<file path="src/rtl/tomasulo_pkg.sv">
// Shared types and constants for the Tomasulo CDB: tag/word types, the CDB
// record and the execution-unit index map.
package tomasulo_pkg;

  localparam int N_EU      = 5;
  localparam int CDB_TAG_W = 3;
  localparam int CDB_W     = 32;

  localparam int ARITH_0 = 0;
  localparam int ARITH_1 = 1;
  localparam int LOGIC_0 = 2;
  localparam int LOGIC_1 = 3;
  localparam int MPY     = 4;

  typedef logic [CDB_TAG_W-1:0] tag_t;
  typedef logic [CDB_W-1:0]     word_t;

  typedef struct packed {
    logic  vld;
    tag_t  tag;
    word_t wdata;
  } cdb_t;

endpackage

</file>
<file path="src/rtl/tomasulo_rr_arb.sv">
// Round-robin arbiter: one-hot grant searching upward from ptr (mod N); the
// pointer moves just past the granted requester and holds when idle.
module tomasulo_rr_arb #(
  parameter int N = 5
) (
  input  logic         clk,
  input  logic         rst,
  input  logic [N-1:0] req_i,
  output logic [N-1:0] gnt_o
);

  localparam int PW = (N > 1) ? $clog2(N) : 1;

  logic [PW-1:0] ptr_q, ptr_d;
  logic [N-1:0]  mask_hi;
  logic [N-1:0]  req_hi;
  logic [N-1:0]  sel;

  // Requests at or above ptr win; otherwise wrap to the lowest requester.
  always_comb begin
    mask_hi = ~((N'(1) << ptr_q) - N'(1));
    req_hi  = req_i & mask_hi;
    sel     = (|req_hi) ? req_hi : req_i;
    gnt_o   = sel & (~sel + N'(1));
  end

  always_comb begin
    ptr_d = ptr_q;
    for (int j = 0; j < N; j++) begin
      if (gnt_o[j]) begin
        ptr_d = (j == N-1) ? '0 : PW'(j + 1);
      end
    end
  end

  always_ff @(posedge clk or posedge rst) begin
    if (rst) begin
      ptr_q <= '0;
    end else begin
      ptr_q <= ptr_d;
    end
  end

endmodule

</file>
<file path="src/rtl/tomasulo_cdb_arbiter.sv">
// Common Data Bus arbiter: round-robin grant among the execution units, AND-OR
// result mux, and a registered CDB broadcast with a one-cycle-delayed busy flag.
module tomasulo_cdb_arbiter
  import tomasulo_pkg::*;
#(
  parameter int N     = N_EU,
  parameter int TAG_W = CDB_TAG_W,
  parameter int W     = CDB_W
) (
  input  logic           clk,
  input  logic           rst,
  input  logic [N-1:0]   req_vld,
  input  logic [N*TAG_W-1:0] req_tag,
  input  logic [N*W-1:0] req_wdata,
  output logic [N-1:0]   req_ack,
  output cdb_t           cdb_r,
  output logic           busy_r
);

  logic [N-1:0]     req_gated;
  logic [N-1:0]     gnt;
  logic [TAG_W-1:0] tag_mux;
  logic [W-1:0]     wdata_mux;
  cdb_t             cdb_q, cdb_d;
  logic             busy_q;

  // No grants while reset is held, so the pointer cannot move either.
  assign req_gated = rst ? '0 : req_vld;

  tomasulo_rr_arb #(.N(N)) u_arb (
    .clk   (clk),
    .rst   (rst),
    .req_i (req_gated),
    .gnt_o (gnt)
  );

  assign req_ack = gnt;

  always_comb begin
    tag_mux   = '0;
    wdata_mux = '0;
    for (int i = 0; i < N; i++) begin
      tag_mux   = tag_mux   | (req_tag[i*TAG_W +: TAG_W] & {TAG_W{gnt[i]}});
      wdata_mux = wdata_mux | (req_wdata[i*W +: W]       & {W{gnt[i]}});
    end
  end

  // Tag and data hold their last broadcast value on idle cycles.
  always_comb begin
    cdb_d     = cdb_q;
    cdb_d.vld = |gnt;
    if (|gnt) begin
      cdb_d.tag   = tag_mux;
      cdb_d.wdata = wdata_mux;
    end
  end

  always_ff @(posedge clk or posedge rst) begin
    if (rst) begin
      cdb_q  <= '0;
      busy_q <= 1'b0;
    end else begin
      cdb_q  <= cdb_d;
      busy_q <= cdb_q.vld;
    end
  end

  assign cdb_r  = cdb_q;
  assign busy_r = busy_q;

  a_ack_onehot : assert property (@(posedge clk) disable iff (rst) $onehot0(req_ack));
  a_ack_has_req : assert property (@(posedge clk) disable iff (rst) (req_ack & ~req_vld) == '0);

  for (genvar i = 0; i < N; i++) begin : g_chk
    logic [31:0] wait_q;

    always_ff @(posedge clk or posedge rst) begin
      if (rst) begin
        wait_q <= '0;
      end else if (req_vld[i] && !req_ack[i]) begin
        wait_q <= wait_q + 32'd1;
      end else begin
        wait_q <= '0;
      end
    end

    a_hold : assert property (@(posedge clk) disable iff (rst)
      (req_vld[i] && !req_ack[i]) |=> (req_vld[i] &&
        $stable(req_tag[i*TAG_W +: TAG_W]) && $stable(req_wdata[i*W +: W])));

    a_fair : assert property (@(posedge clk) disable iff (rst) wait_q < 32'(N));
  end

endmodule

</file>
<file path="config.mk">
export PLATFORM = sky130hd
export DESIGN_NAME = tomasulo_cdb_arbiter
export DESIGN_NICKNAME = d
export VERILOG_FILES = /design/src/rtl/tomasulo_pkg.sv /design/src/rtl/tomasulo_rr_arb.sv /design/src/rtl/tomasulo_cdb_arbiter.sv
export SDC_FILE = /design/constraint.sdc
export NUM_CORES = 1
export LEC_CHECK = 0
export ABC_AREA = 0
export CAP_MARGIN = 20
export CORE_AREA = 8 8 97 120
export DETAILED_ROUTE_END_ITERATION = 6
export DIE_AREA = 0 0 105 128
export GPL_ROUTABILITY_DRIVEN = 0
export PLACE_DENSITY = 0.78
export SKIP_CTS_REPAIR_TIMING = 1
export SYNTH_ARGS = -nofsm -noshare
export SYNTH_HDL_FRONTEND = slang
export SYNTH_SLANG_ARGS = --single-unit
</file>
<file path="constraint.sdc">
create_clock -name clk -period 2.3 [get_ports clk]
set_input_delay 0.46 -clock clk [delete_from_list [all_inputs] [get_ports clk]]
set_output_delay 0.46 -clock clk [all_outputs]
set_load 0.005 [all_outputs]
</file>
Word level (Yosys, flattened, before mapping) --
Index checks and enable logic that the tools add are counted.
Operators by class: add/subtract/negate cells 2, shift-type cells 1, muxes and demuxes 7, bitwise logic cells 22, reduce and logical (&&, ||, !) cells 3
Operators with widths (number):
- $and A32 B32 Y32 | 5
- $or A32 B32 Y32 | 4
- $and A3 B3 Y3 | 5
- $mux W3 | 5
- $or A3 B3 Y3 | 4
- $and A5 B5 Y5 | 2
- $mux W5 | 2
- $not A5 Y5 | 2
- $reduce_or A5 Y1 | 2
- $add A5 B1 Y5 const B | 1
- $reduce_bool A5 Y1 | 1
- $shl A1 B3 Y5 const A | 1
- $sub A5 B2 Y5 const B | 1
Word-level totals: register bits 40, logic and storage cells 40

Depth between registers and ports, before layout --
word-level depth 14, mapped depth 9, gate-level depth less buffers 6

Cells and area by module --
From an unflattened synthesis, not the netlist that was laid out.
Unflattened totals: cell total of the unflattened synthesis 246, area, all modules 2698.8 µm²
By module, submodules not included:
- tomasulo_cdb_arbiter | times used 1, cells each 209, area an instance 2387.3 µm²
- tomasulo_rr_arb | times used 1, cells each 37, area an instance 311.5 µm²

Worst setup path after synthesis --
Ideal clock, no wire load.
path type flip-flop to output port, from register u_arb.ptr_q[0], to output port req_ack[3], arrival time 1.869 ns, slack -0.029 ns, cell stages (with the launch flop) 8, path through dfrtp_1 nand2b_1 a311o_1 a31oi_1 buf_2 clkbuf_1 nand3_1 nor3_1
On the way: longest elaborated chain between the ends 9
RTL lines:
- start, declared | RTL line tomasulo_rr_arb.sv:14 | logic [PW-1:0] ptr_q, ptr_d;
- start signal, assigned | RTL line tomasulo_rr_arb.sv:40 | ptr_q <= ptr_d;
- $shl A1 B3 Y5 (*) | RTL line tomasulo_rr_arb.sv:21 | mask_hi = ~((N'(1) << ptr_q) - N'(1));
- $sub A5 B2 Y5 (*) | RTL line tomasulo_rr_arb.sv:21
- $not A5 Y5 (*) | RTL line tomasulo_rr_arb.sv:21
- $and A5 B5 Y5 (*) | RTL line tomasulo_rr_arb.sv:22 | req_hi = req_i & mask_hi;
- $reduce_or A5 Y1 | RTL line tomasulo_rr_arb.sv:23 | sel = (|req_hi) ? req_hi : req_i;
- $mux W5 (*) | RTL line tomasulo_rr_arb.sv:23
- $not A5 Y5 | RTL line tomasulo_rr_arb.sv:24 | gnt_o = sel & (~sel + N'(1));
- $add A5 B1 Y5 | RTL line tomasulo_rr_arb.sv:24
- $and A5 B5 Y5 (*) | RTL line tomasulo_rr_arb.sv:24
- end, declared | RTL line tomasulo_cdb_arbiter.sv:15 | output logic [N-1:0] req_ack,
Every way passes the cells marked *; elsewhere a longest branch is shown, timed or not.

Worst setup path after layout --
from register u_arb.ptr_q[0], to output port req_ack[0]
The elaborated chain is that of the path after synthesis.

==> impl_metrics.csv <==
group,metric,value,unit
outcome,outcome,"finished, violations left",
outcome,failed_checks,"setup timing",
sta,slew_viol_final,0,
worst_setup_path,r2r_cells,8,
worst_setup_path,worst-path-buf-inv,5,
die,die-area,13440,um^2
worst_setup_path,cp_cell_sequence,"nand2b_4 -> a311o_1 -> o211ai_1 -> buf_4 -> inv_2 -> buf_6 -> buf_6 -> clkbuf_2",
global_route,grt_pass1_wl,23030,um
sta,fin_crit,2.398,ns
cells_and_area,multi_input_area,1814,um^2
die,initial_utilization,30.86,%
worst_setup_path,r2r_setup_slack,0.10,ns
clock_tree,insertion_delay,0.28,ns
synthesis,synth_flop_cell,"dfrtp_1",
cells_and_area,drive_gt1_share,10.69,%
global_route,antenna_found_initial,1,
sta,post-route-period-util,104.3,%
worst_setup_path,cp.depth,8,
cells_and_area,final_cell_mix,"213 x clkdlybuf4s50_1, 54 x o21ai_0, 39 x dfrtp_1",
synthesis,async_reset_ff_share,100.0,%
power_and_ir_drop,leakage,2.320,nW
die,ios,224,
synthesis,synth_area,3039,um^2
sta,holdWs,0.3876,ns
cells_and_area,fillers,915,
worst_setup_path,path_class,"reg -> out",
worst_setup_path,timing.rr.end,"cdb_r[7]$_DFFE_PP0P_",
sta,rsz0062_at_grt,"true",
worst_setup_path,cp_top_family,"buffers and inverters",
clock_tree,tritoncts,"built",
worst_setup_path,crit_path_top_delay_cell,"dfrtp_1",
worst_setup_path,crit_end,"req_ack[0]",
die,die_w,105,um
sta,fin_ws,-0.09806,ns
synthesis,synthXorXnorAreaFrac,0,%
route,drt-initial-drc-count,166,
clock_tree,cts_buffer_depth,2,
cells_and_area,seq_area,1002,um^2
placement,dpl.hpwl,11080,um
worst_setup_path,path_max_fanout,5,
cells_and_area,areaGrowthSynthToFinish,90.94,%
global_route,first_global_vias,4482,
synthesis,synthesis.instances,400,
synthesis,syn_nets,582,
die,core,9849,um^2
placement,portBuffers,223,
worst_setup_path,worstReg2RegStart,"u_arb.ptr_q[0]$_DFFE_PP0P_",
sta,fmax,417.0,MHz
clock_tree,cts_buffers,5,
route,finalWirelength,14950,um
synthesis,synth_compound_area_share,37.42,%
synthesis,synthMuxAreaShare,0,%
worst_hold_path,hold_path_class,"reg -> reg",
power_and_ir_drop,peakVddDrop,0.3208,mV
sta,hold_viol,0,
route,drc_errors,0,
synthesis,ys_types,31,
synthesis,synth-seq-cells,40,
sta,clock-skew-final,0.004302,ns
global_route,grtUsageTotal,21.15,%
worst_setup_path,cp.arrival,1.94,ns
worst_setup_path,slowest_delay,0.37,ns
clock_tree,cts_sinks,40,
clock_tree,h-tree-depth,2,
worst_setup_path,worstPathRequired,1.84,ns
global_route,overflow,0,
route,drtPass1Iterations,4,
placement,place_inst,747,
cells_and_area,final_common_cell,"clkdlybuf4s50_1",
worst_setup_path,startpoint,"u_arb.ptr_q[0]$_DFFE_PP0P_",
job,cap_violations,0,
clock_tree,clk_pin_slew_worst_paths,0.06,ns
synthesis,synth_top_family_by_area,"compound AO/OA/AOI/OAI gates",
route,wl_per_cell,19.75,um
synthesis,yosysWarnings,0,
die,die_h,128,um
clock_tree,cts_root_buf,"clkbuf_16",
power_and_ir_drop,power_density,759.8,nW/um^2
synthesis,synth-edff-count,0,
synthesis,synth-adder-area-share,0,%
worst_setup_path,endpoint_kind,"output pin",
sta,setup_violations,5,
global_route,grt_max_degree,56,
worst_setup_path,start_kind,"flip-flop",
worst_setup_path,crit_top_cell,"buf_6",
synthesis,ys_seq_area_share,32.94,%
cells_and_area,layout.cells.non_filler,757,
route,vias,4116,
die,num_rows,41,
sta,tightest_slew,0.5489,ns
route,via_per_inst,5.437,
cells_and_area,final_nets,808,
route,ant_nets,0,
sta,slew_headroom,63.41,%
synthesis,postSynthAreaPerCell,7.598,um^2
synthesis,synth-simple-area-share,18.69,%
-- power breakdown --
part | switching, mW | internal, mW | leakage, nW
clock | 0.285 | 0.433 | 0.0712
combinational | 0.999 | 1.45 | 1.78
sequential | 0.207 | 1.04 | 0.465
-- through the flow --
stage               total power, mW  utilization (%)  setup TNS (ns)  setup slack (ns)  cell area [um^2]
floorplan                     2.241                -               0          0.004159              3040
global placement              3.603            56.71          -19.21           -0.8047              5585
global route                  4.692            58.92         -0.7739           -0.1679              5803
finish                        4.409            58.92         -0.3103          -0.09806              5803
detailed placement            3.662            56.71          -21.47           -0.9206              5585
CTS                           4.399            58.19          -10.27           -0.9262              5732
-- final cells by class --
class | instances | share of cell area, %
Antenna cell | 1 | 0.04312
Inverter | 38 | 2.458
Multi-Input combinational cell | 281 | 31.26
Tap cell | 129 | 2.781
Clock buffer | 8 | 2.523
Sequential cell | 40 | 17.27
Timing Repair Buffer | 260 | 43.66
-- synth_stat cells, types with 2 or more instances --
| cell type | n | share of area [%] |
|---|---|---|
| dfrtp_1 | 40 | 33 |
| or2_1 | 2 | 0.41 |
| nor3b_1 | 2 | 0.49 |
| a31oi_1 | 2 | 0.41 |
| nor2b_1 | 2 | 0.41 |
| inv_1 | 38 | 4.7 |
| o22ai_1 | 18 | 3.7 |
| buf_6 | 4 | 1.5 |
| clkbuf_1 | 32 | 4.0 |
| nand2_1 | 37 | 4.6 |
| o22a_1 | 17 | 4.9 |
| o21ai_0 | 55 | 9.1 |
| or3_1 | 35 | 7.2 |
| a311oi_1 | 17 | 4.9 |
| buf_2 | 5 | 0.82 |
| o221a_1 | 18 | 6.7 |
| nor3_1 | 19 | 3.1 |
| nor2_1 | 7 | 0.86 |
| o21ai_1 | 36 | 5.9 |
| nand2b_1 | 3 | 0.62 |
-- state kept, by name (all words and copies together) (netlist names) --
| register | cells |
|---|---|
| cdb_r | 36 |
| u_arb.ptr_q | 3 |
| busy_r | 1 |
-- how the worst min path moves through the flow --
stage	startpoint	endpoint	slack, ns	cells after the start
finish	cdb_r[35]$_DFF_PP0_	busy_r$_DFF_PP0_	0.39	0
CTS	cdb_r[35]$_DFF_PP0_	busy_r$_DFF_PP0_	0.39	0
floorplan	cdb_r[35]$_DFF_PP0_	busy_r$_DFF_PP0_	0.38	0
global route	cdb_r[35]$_DFF_PP0_	busy_r$_DFF_PP0_	0.40	0
global placement	cdb_r[35]$_DFF_PP0_	busy_r$_DFF_PP0_	0.38	0
detailed placement	cdb_r[35]$_DFF_PP0_	busy_r$_DFF_PP0_	0.38	0
-- routing by layer --
layer  vias up  part of all wire (%)  global-route usage, %
met3        21                   7.3                  5.634
met2       194                    52                  39.28
met4         0                   2.0                  8.165
li1       1925                     -                      -
met1      1976                    38                  22.06
met5         -                     0                      0
-- kinds of logic after synthesis --
family | after synthesis
compound gates | 170
simple gates | 111
buf+inv | 79
flops | 40
No activity file was read; power rests on OpenSTA's default activity.
